<file path="src/rtl/ltl_monitor_pkg.sv">
// Shared types and constants for the LTL monitor sequencer slice.
//   state_e   : sequencer FSM states
//   DEF_*     : default parameter values for the top and its FIFO
//   fifo_aw() : FIFO address width for a power-of-two depth
package ltl_monitor_pkg;

    localparam int unsigned DEF_N_REPORT   = 4;
    localparam int unsigned DEF_IDX_W      = 16;
    localparam int unsigned DEF_FIFO_DEPTH = 8;
    localparam int unsigned DEF_CNT_W      = 16;

    typedef enum logic [1:0] {
        IDLE   = 2'd0,
        ARM    = 2'd1,
        STREAM = 2'd2,
        DRAIN  = 2'd3
    } state_e;

    function automatic int unsigned fifo_aw(input int unsigned depth);
        return $clog2(depth);
    endfunction

endpackage

</file>
<file path="src/rtl/ltl_report_fifo.sv">
// Synchronous report FIFO with registered status flags.
//   clk, reset       : clock, synchronous active-high reset (flushes contents)
//   push_i, wdata_i  : write request and data (ignored when full)
//   pop_i, rdata_o   : read request and head-of-queue data (ignored when empty)
//   full_o, empty_o  : occupancy flags, derived from the registered count
//   free_o           : number of free entries
module ltl_report_fifo
    import ltl_monitor_pkg::*;
#(
    parameter  int unsigned W     = 8,
    parameter  int unsigned DEPTH = DEF_FIFO_DEPTH,
    localparam int unsigned AW    = fifo_aw(DEPTH)
) (
    input  logic         clk,
    input  logic         reset,
    input  logic         push_i,
    input  logic [W-1:0] wdata_i,
    input  logic         pop_i,
    output logic [W-1:0] rdata_o,
    output logic         full_o,
    output logic         empty_o,
    output logic [AW:0]  free_o
);

    localparam logic [AW:0] DEPTH_C = (AW+1)'(DEPTH);

    logic [W-1:0]  mem_q [DEPTH];
    logic [AW-1:0] wr_ptr_q, wr_ptr_d;
    logic [AW-1:0] rd_ptr_q, rd_ptr_d;
    logic [AW:0]   cnt_q, cnt_d;
    logic          do_push, do_pop;

    assign full_o  = (cnt_q == DEPTH_C);
    assign empty_o = (cnt_q == '0);
    assign free_o  = DEPTH_C - cnt_q;
    assign rdata_o = mem_q[rd_ptr_q];

    assign do_push = push_i && !full_o;
    assign do_pop  = pop_i && !empty_o;

    always_comb begin
        wr_ptr_d = wr_ptr_q;
        rd_ptr_d = rd_ptr_q;
        cnt_d    = cnt_q;
        if (do_push) wr_ptr_d = wr_ptr_q + 1'b1;
        if (do_pop)  rd_ptr_d = rd_ptr_q + 1'b1;
        case ({do_push, do_pop})
            2'b10:   cnt_d = cnt_q + 1'b1;
            2'b01:   cnt_d = cnt_q - 1'b1;
            default: cnt_d = cnt_q;
        endcase
    end

    always_ff @(posedge clk) begin
        if (reset) begin
            wr_ptr_q <= '0;
            rd_ptr_q <= '0;
            cnt_q    <= '0;
        end else begin
            wr_ptr_q <= wr_ptr_d;
            rd_ptr_q <= rd_ptr_d;
            cnt_q    <= cnt_d;
        end
    end

    // Storage needs no reset; validity is tracked by the count.
    always_ff @(posedge clk) begin
        if (do_push) mem_q[wr_ptr_q] <= wdata_i;
    end

endmodule

</file>
<file path="src/rtl/ltl_monitor_seq.sv">
// Sequencer for one LTL automaton instance.
//   s_valid/s_ready/s_data/s_last : trace-symbol stream in
//   auto_reset/auto_run/auto_symbols : automaton drive (one-cycle reset per trace)
//   auto_report   : automaton report bits, valid one cycle after the symbol
//   r_valid/r_ready/r_data : report FIFO out, entry = {symbol index, report bits}
//   busy          : FSM not idle
//   trace_done    : one-cycle pulse at end of trace
//   report_cnt    : reports pushed this trace, saturating
module ltl_monitor_seq
    import ltl_monitor_pkg::*;
#(
    parameter int unsigned N_REPORT   = DEF_N_REPORT,
    parameter int unsigned IDX_W      = DEF_IDX_W,
    parameter int unsigned FIFO_DEPTH = DEF_FIFO_DEPTH,
    parameter int unsigned CNT_W      = DEF_CNT_W
) (
    input  logic                      clk,
    input  logic                      reset,
    input  logic                      s_valid,
    output logic                      s_ready,
    input  logic [7:0]                s_data,
    input  logic                      s_last,
    output logic                      auto_reset,
    output logic                      auto_run,
    output logic [7:0]                auto_symbols,
    input  logic [N_REPORT-1:0]       auto_report,
    output logic                      r_valid,
    input  logic                      r_ready,
    output logic [IDX_W+N_REPORT-1:0] r_data,
    output logic                      busy,
    output logic                      trace_done,
    output logic [CNT_W-1:0]          report_cnt
);

    localparam int unsigned FIFO_AW = fifo_aw(FIFO_DEPTH);

    typedef struct packed {
        logic [IDX_W-1:0]    idx;
        logic [N_REPORT-1:0] bits;
    } report_entry_t;

    state_e             state_q, state_d;
    logic [IDX_W-1:0]   idx_q, idx_d;
    logic [CNT_W-1:0]   cnt_q, cnt_d;
    logic               cap_v_q;
    logic [IDX_W-1:0]   cap_idx_q;

    logic               accept;
    logic               space_ok;
    logic               push_req;
    logic               fifo_push;
    logic               fifo_full;
    logic               fifo_empty;
    logic [FIFO_AW:0]   fifo_free;
    report_entry_t      wr_entry;

    // Two free slots: one for the capture already in flight, one for this accept.
    assign space_ok = (fifo_free >= (FIFO_AW+1)'(2));

    assign s_ready      = !reset && (state_q == STREAM) && space_ok;
    assign accept       = s_valid && s_ready;
    assign auto_run     = accept;
    assign auto_symbols = s_data;
    assign auto_reset   = reset || (state_q == ARM);
    assign busy         = !reset && (state_q != IDLE);
    assign trace_done   = !reset && (state_q == DRAIN);
    assign report_cnt   = cnt_q;
    assign r_valid      = !fifo_empty;

    assign push_req      = cap_v_q && (|auto_report);
    assign fifo_push     = push_req && !fifo_full;
    assign wr_entry.idx  = cap_idx_q;
    assign wr_entry.bits = auto_report;

    always_comb begin
        state_d = state_q;
        idx_d   = idx_q;
        cnt_d   = (fifo_push && !(&cnt_q)) ? cnt_q + 1'b1 : cnt_q;
        case (state_q)
            IDLE: begin
                if (s_valid) state_d = ARM;
            end
            ARM: begin
                idx_d = '0;
                cnt_d = '0;
                if (space_ok) state_d = STREAM;
            end
            STREAM: begin
                if (accept) begin
                    idx_d = idx_q + 1'b1;
                    if (s_last) state_d = DRAIN;
                end
            end
            DRAIN: begin
                state_d = IDLE;
            end
            default: state_d = IDLE;
        endcase
    end

    always_ff @(posedge clk) begin
        if (reset) begin
            state_q   <= IDLE;
            idx_q     <= '0;
            cnt_q     <= '0;
            cap_v_q   <= 1'b0;
            cap_idx_q <= '0;
        end else begin
            state_q   <= state_d;
            idx_q     <= idx_d;
            cnt_q     <= cnt_d;
            cap_v_q   <= accept;
            cap_idx_q <= idx_q;
        end
    end

    ltl_report_fifo #(
        .W     (IDX_W + N_REPORT),
        .DEPTH (FIFO_DEPTH)
    ) u_fifo (
        .clk     (clk),
        .reset   (reset),
        .push_i  (fifo_push),
        .wdata_i (wr_entry),
        .pop_i   (r_valid && r_ready),
        .rdata_o (r_data),
        .full_o  (fifo_full),
        .empty_o (fifo_empty),
        .free_o  (fifo_free)
    );

endmodule

</file>
<file path="config.mk">
export PLATFORM = sky130hd
export DESIGN_NAME = ltl_monitor_seq
export DESIGN_NICKNAME = d
export VERILOG_FILES = /design/src/rtl/ltl_monitor_pkg.sv /design/src/rtl/ltl_report_fifo.sv /design/src/rtl/ltl_monitor_seq.sv
export SDC_FILE = /design/constraint.sdc
export NUM_CORES = 1
export LEC_CHECK = 0
export CAP_MARGIN = 20
export CORE_ASPECT_RATIO = 1.25
export CORE_MARGIN = 4
export CORE_UTILIZATION = 30
export CTS_BUF_LIST = sky130_fd_sc_hd__clkbuf_16
export DETAILED_ROUTE_END_ITERATION = 10
export SYNTH_ARGS = -nofsm -noshare
export SYNTH_HDL_FRONTEND = slang
export SYNTH_SLANG_ARGS = --single-unit
</file>
<file path="constraint.sdc">
create_clock -name clk -period 7.4 [get_ports clk]
set_clock_uncertainty 0.15 [all_clocks]
set_input_delay 1.48 -clock clk [delete_from_list [all_inputs] [get_ports clk]]
set_output_delay 1.48 -clock clk [all_outputs]
set_load 0.005 [all_outputs]
</file>
==> metrics.txt <==
# TYPE chip_impl_metric gauge
chip_impl_metric{name="antenna_violating_nets_post_route",unit=""} 0
chip_impl_metric{name="grt_antenna_before_repair",unit=""} 0
chip_impl_info{name="worst_path_class_setup",value="input pin to output pin"} 1
chip_impl_metric{name="h-tree-depth",unit=""} 1
chip_impl_metric{name="drt-pass1-iter-count",unit=""} 4
chip_impl_metric{name="fmax",unit="MHz"} 196
chip_impl_metric{name="num-nets-final",unit=""} 651
chip_impl_metric{name="fraction_of_the_yosys_area_taken_by_sequential_cells",unit="%"} 67.2
chip_impl_info{name="clockRootBuffer",value="sky130_fd_sc_hd__clkbuf_16"} 1
chip_impl_info{name="outcome",value="finished, final reports clean"} 1
chip_impl_info{name="post_synth_main_area_contributors",value="sky130_fd_sc_hd__edfxtp_1 (53%), sky130_fd_sc_hd__dfxtp_1 (14%), sky130_fd_sc_hd__mux4_2 (9.9%)"} 1
chip_impl_metric{name="antenna_cells_inserted",unit=""} 0
chip_impl_info{name="layout_commonest_cell",value="sky130_fd_sc_hd__edfxtp_1"} 1
chip_impl_metric{name="clk_pin_slew_worst_paths",unit="ps"} 60
chip_impl_metric{name="max-slew-margin-rel",unit="%"} 45.2
chip_impl_metric{name="route.detailed.wl_per_inst",unit="um"} 16.6
chip_impl_metric{name="grt_max_degree",unit=""} 41
chip_impl_metric{name="numCtsBuffers",unit=""} 22
chip_impl_metric{name="ctsHoldBuffers",unit=""} 0
chip_impl_metric{name="period_minus_slack",unit="ps"} 5090
chip_impl_metric{name="worst_pin_slew",unit="ps"} 822
chip_impl_metric{name="postSynth.asyncResetShare",unit="%"} 0
chip_impl_metric{name="fraction_of_layout_instances_using_a_drive_strength_above_1",unit="%"} 20.5
chip_impl_metric{name="detail_route.drc_violations",unit=""} 0
chip_impl_info{name="most_frequent_cells_in_the_layout",value="sky130_fd_sc_hd__edfxtp_1 (160), sky130_fd_sc_hd__dfxtp_1 (62), sky130_fd_sc_hd__clkdlybuf4s50_1 (50)"} 1
chip_impl_metric{name="area_delta_synth_final",unit="%"} 18.3
chip_impl_metric{name="initial_utilization",unit="%"} 30.7
chip_impl_metric{name="total_track_usage",unit="%"} 10.5
chip_impl_info{name="worst_setup_path_start_kind",value="input pin"} 1
chip_impl_metric{name="cp.buffers_inverters",unit=""} 4
chip_impl_info{name="globalRoute.busiestLayer",value="met2"} 1
chip_impl_metric{name="met2_usage",unit="%"} 17.6
chip_impl_metric{name="wire_length_of_the_first_global_routing_pass",unit="um"} 27700
chip_impl_metric{name="clock_tree.buffer_depth",unit=""} 3
chip_impl_metric{name="cp.depth",unit=""} 7
chip_impl_metric{name="post-cts-setup-buffer-count",unit=""} 0
chip_impl_metric{name="critPathArrivalTime",unit="ps"} 3460
chip_impl_metric{name="setup_violations",unit=""} 0
chip_impl_metric{name="ys_warn_count",unit=""} 0
chip_impl_metric{name="grt.met3_usage",unit="%"} 2.02
chip_impl_info{name="hold_path_class",value="register to register"} 1
chip_impl_metric{name="synth_top_area_share",unit="%"} 53.1
chip_impl_info{name="critical-path-top-cell-by-count",value="sky130_fd_sc_hd__clkdlybuf4s50_1"} 1
chip_impl_metric{name="postCtsResizedCells",unit=""} 0
chip_impl_metric{name="grt_overflow",unit=""} 0
chip_impl_info{name="synth-main-ff-cell",value="sky130_fd_sc_hd__edfxtp_1"} 1
chip_impl_metric{name="crit_required",unit="ps"} 5770
chip_impl_metric{name="vdd_ir_drop_max",unit="V"} 0.000139
chip_impl_metric{name="grt_pass1_vias",unit=""} 4932
chip_impl_metric{name="critPathMaxStageDelay",unit="ps"} 510
chip_impl_metric{name="gp_congestion",unit=""} 0.731
chip_impl_metric{name="total_leakage_power",unit="nW"} 3.32
chip_impl_metric{name="synthesis.nets",unit=""} 597
chip_impl_metric{name="synth_cell_types",unit=""} 54
chip_impl_info{name="worst_setup_ep_type",value="output pin"} 1
chip_impl_metric{name="syn-cell-area",unit="sq um"} 9050
chip_impl_metric{name="rows",unit=""} 70
chip_impl_info{name="critical-path-slowest-cell",value="sky130_fd_sc_hd__clkdlybuf4s50_1"} 1
chip_impl_metric{name="synthesis.area_per_instance",unit="sq um"} 16.0
chip_impl_metric{name="slew_viol_final",unit=""} 0
chip_impl_metric{name="die_w",unit="um"} 163
chip_impl_metric{name="synth-seq-cells",unit=""} 224
chip_impl_metric{name="fp.coreArea",unit="sq um"} 29500
chip_impl_metric{name="netlist_instances",unit=""} 566
chip_impl_info{name="clock_tree_from_tritoncts",value="yes"} 1
chip_impl_metric{name="hold_viol_final",unit=""} 0
chip_impl_metric{name="detail_route.vias_per_cell",unit=""} 4.61
chip_impl_metric{name="groute.layer.met1.usage",unit="%"} 13.9
chip_impl_metric{name="maxCapViolCount",unit=""} 0
chip_impl_metric{name="postLayoutSetupSlackWorst",unit="ps"} 2310
chip_impl_metric{name="r2r.worst_path.cells",unit=""} 12
chip_impl_metric{name="design.die.area",unit="sq um"} 33000
chip_impl_metric{name="fillCellCount",unit=""} 2802
chip_impl_metric{name="power.density_cell_area",unit="nW/um^2"} 251
chip_impl_metric{name="preCtsSetupSlack",unit="ps"} 2270
chip_impl_metric{name="routed_wirelength",unit="um"} 17100
chip_impl_metric{name="layout_worst_path_cycle_share",unit="%"} 68.8
chip_impl_info{name="synthDominantAreaCellType",value="sky130_fd_sc_hd__edfxtp_1"} 1
chip_impl_metric{name="critical_path.max_fanout",unit=""} 36
chip_impl_metric{name="count_of_flip_flops_with_a_built_in_enable_after_synthesis",unit=""} 160
chip_impl_metric{name="first_iter_violations",unit=""} 283
chip_impl_metric{name="clk-insertion-delay-late",unit="ps"} 500
chip_impl_metric{name="reg2reg_setup_slack",unit="ps"} 4170
chip_impl_metric{name="num_vias",unit=""} 4744
chip_impl_metric{name="portBuffers",unit=""} 50
chip_impl_info{name="cells_along_the_critical_path",value="clkdlybuf4s50_1 > buf_4 > nor2b_1 > o2111a_2 > nor2_1 > inv_1 > clkdlybuf4s50_1"} 1
chip_impl_metric{name="min_path_cells",unit=""} 2
chip_impl_metric{name="cts_num_sinks",unit=""} 224
chip_impl_info{name="critPathTopFamily",value="buffers and inverters"} 1
chip_impl_metric{name="hold_ws",unit="ps"} 334
chip_impl_metric{name="hpwl",unit="um"} 10200
chip_impl_metric{name="die_h",unit="um"} 202
chip_impl_metric{name="ioPinCount",unit=""} 67
chip_impl_info{name="rsz0062_at_grt",value="false"} 1
chip_impl_metric{name="setup_tns",unit="ps"} 0
[per-layer routing]
metal  vias to the layer above  wire, um  share of wire [%]
met5                         -         0                  0
met3                        18       682                4.0
met1                      2388      7560                 44
li1                       2261         -                  -
met4                         0       303                1.8
met2                        77      8540                 50
[logic make-up after synthesis]
family                   count (synthesis)  synth area share, %
buffers and inverters                   46                 2.61
XOR/XNOR                                25                 2.42
AO/OA/AOI/OAI                           48                 3.68
flip-flops                             224                 67.2
AND/OR/NAND/NOR                        146                 9.30
multiplexers                            63                 12.8
adder cells (fa/ha/maj)                 14                 2.02
[state kept, by name, summed over array words and instances, names as in the netlist, named ones only]
register and flops:
u_fifo.mem_q 160, u_fifo.cnt_q 4, u_fifo.rd_ptr_q 3, state_q 2, u_fifo.wr_ptr_q 3, cap_v_q 1
idx_q 16, report_cnt 16, cap_idx_q 16
[report_power, final]
part | internal (mW) | leakage (nW) | switching [mW]
clock network | 0.618 | 0.361 | 0.454
registers | 1.35 | 1.92 | 0.0153
logic | 0.129 | 1.04 | 0.120
total | 2.09 | 3.32 | 0.589
[synthesized netlist by cell type (11+ instances only)]
master / instances
sky130_fd_sc_hd__a21oi_1: 16
sky130_fd_sc_hd__clkbuf_1: 14
sky130_fd_sc_hd__dfxtp_1: 64
sky130_fd_sc_hd__edfxtp_1: 160
sky130_fd_sc_hd__ha_1: 13
sky130_fd_sc_hd__inv_1: 13
sky130_fd_sc_hd__mux2_2: 20
sky130_fd_sc_hd__mux4_2: 40
sky130_fd_sc_hd__nand2_1: 16
sky130_fd_sc_hd__nor2_1: 36
sky130_fd_sc_hd__nor2b_1: 17
sky130_fd_sc_hd__o21ai_0: 11
sky130_fd_sc_hd__xnor2_1: 17
[worst reg2reg max path: stages, from the launching register on]
cell and delay [ps]:
sky130_fd_sc_hd__dfxtp_1 460, sky130_fd_sc_hd__inv_1 140, sky130_fd_sc_hd__ha_1 270, sky130_fd_sc_hd__nand3b_1 100, sky130_fd_sc_hd__and3_1 280, sky130_fd_sc_hd__inv_2 210, sky130_fd_sc_hd__ha_1 280, sky130_fd_sc_hd__ha_1 270
sky130_fd_sc_hd__a21o_1 170, sky130_fd_sc_hd__a21oi_1 160, sky130_fd_sc_hd__xnor2_1 90, sky130_fd_sc_hd__or3_2 410, sky130_fd_sc_hd__a21oi_1 140
[path summary, 6_finish.rpt]
kind / startpoint / to
worst min register to register: idx_q[9] / idx_q[9]
worst max-delay path: reset / auto_run
worst max register to register: u_fifo.cnt_q[0] / u_fifo.cnt_q[3]
worst min-delay path: idx_q[9] / idx_q[9]
[through the flow]
step | total power [mW] | utilization [%] | std cells | cell area [sq um]
after global routing | 2.80 | 36.3 | 1030 | 10700
after floorplan | 1.56 | - | 566 | 9050
after detailed placement | 1.65 | 33.9 | 991 | 9990
after global placement | 1.65 | 33.9 | 991 | 9990
final | 2.68 | 36.3 | 1030 | 10700
after CTS | 2.71 | 36.2 | 1029 | 10700
[final cells by class]
| cell class | count | area [sq um] | share of cell area (%) |
|---|---|---|---|
| sequential | 224 | 6090 | 56.9 |
| multi-input combinational | 296 | 2770 | 25.9 |
| timing repair buffer | 62 | 603 | 5.63 |
| clock buffer | 24 | 601 | 5.61 |
| tap | 396 | 495 | 4.63 |
| clock inverter | 14 | 93.8 | 0.876 |
| inverter | 14 | 52.6 | 0.491 |
No activity file was read; power rests on OpenSTA's default activity.
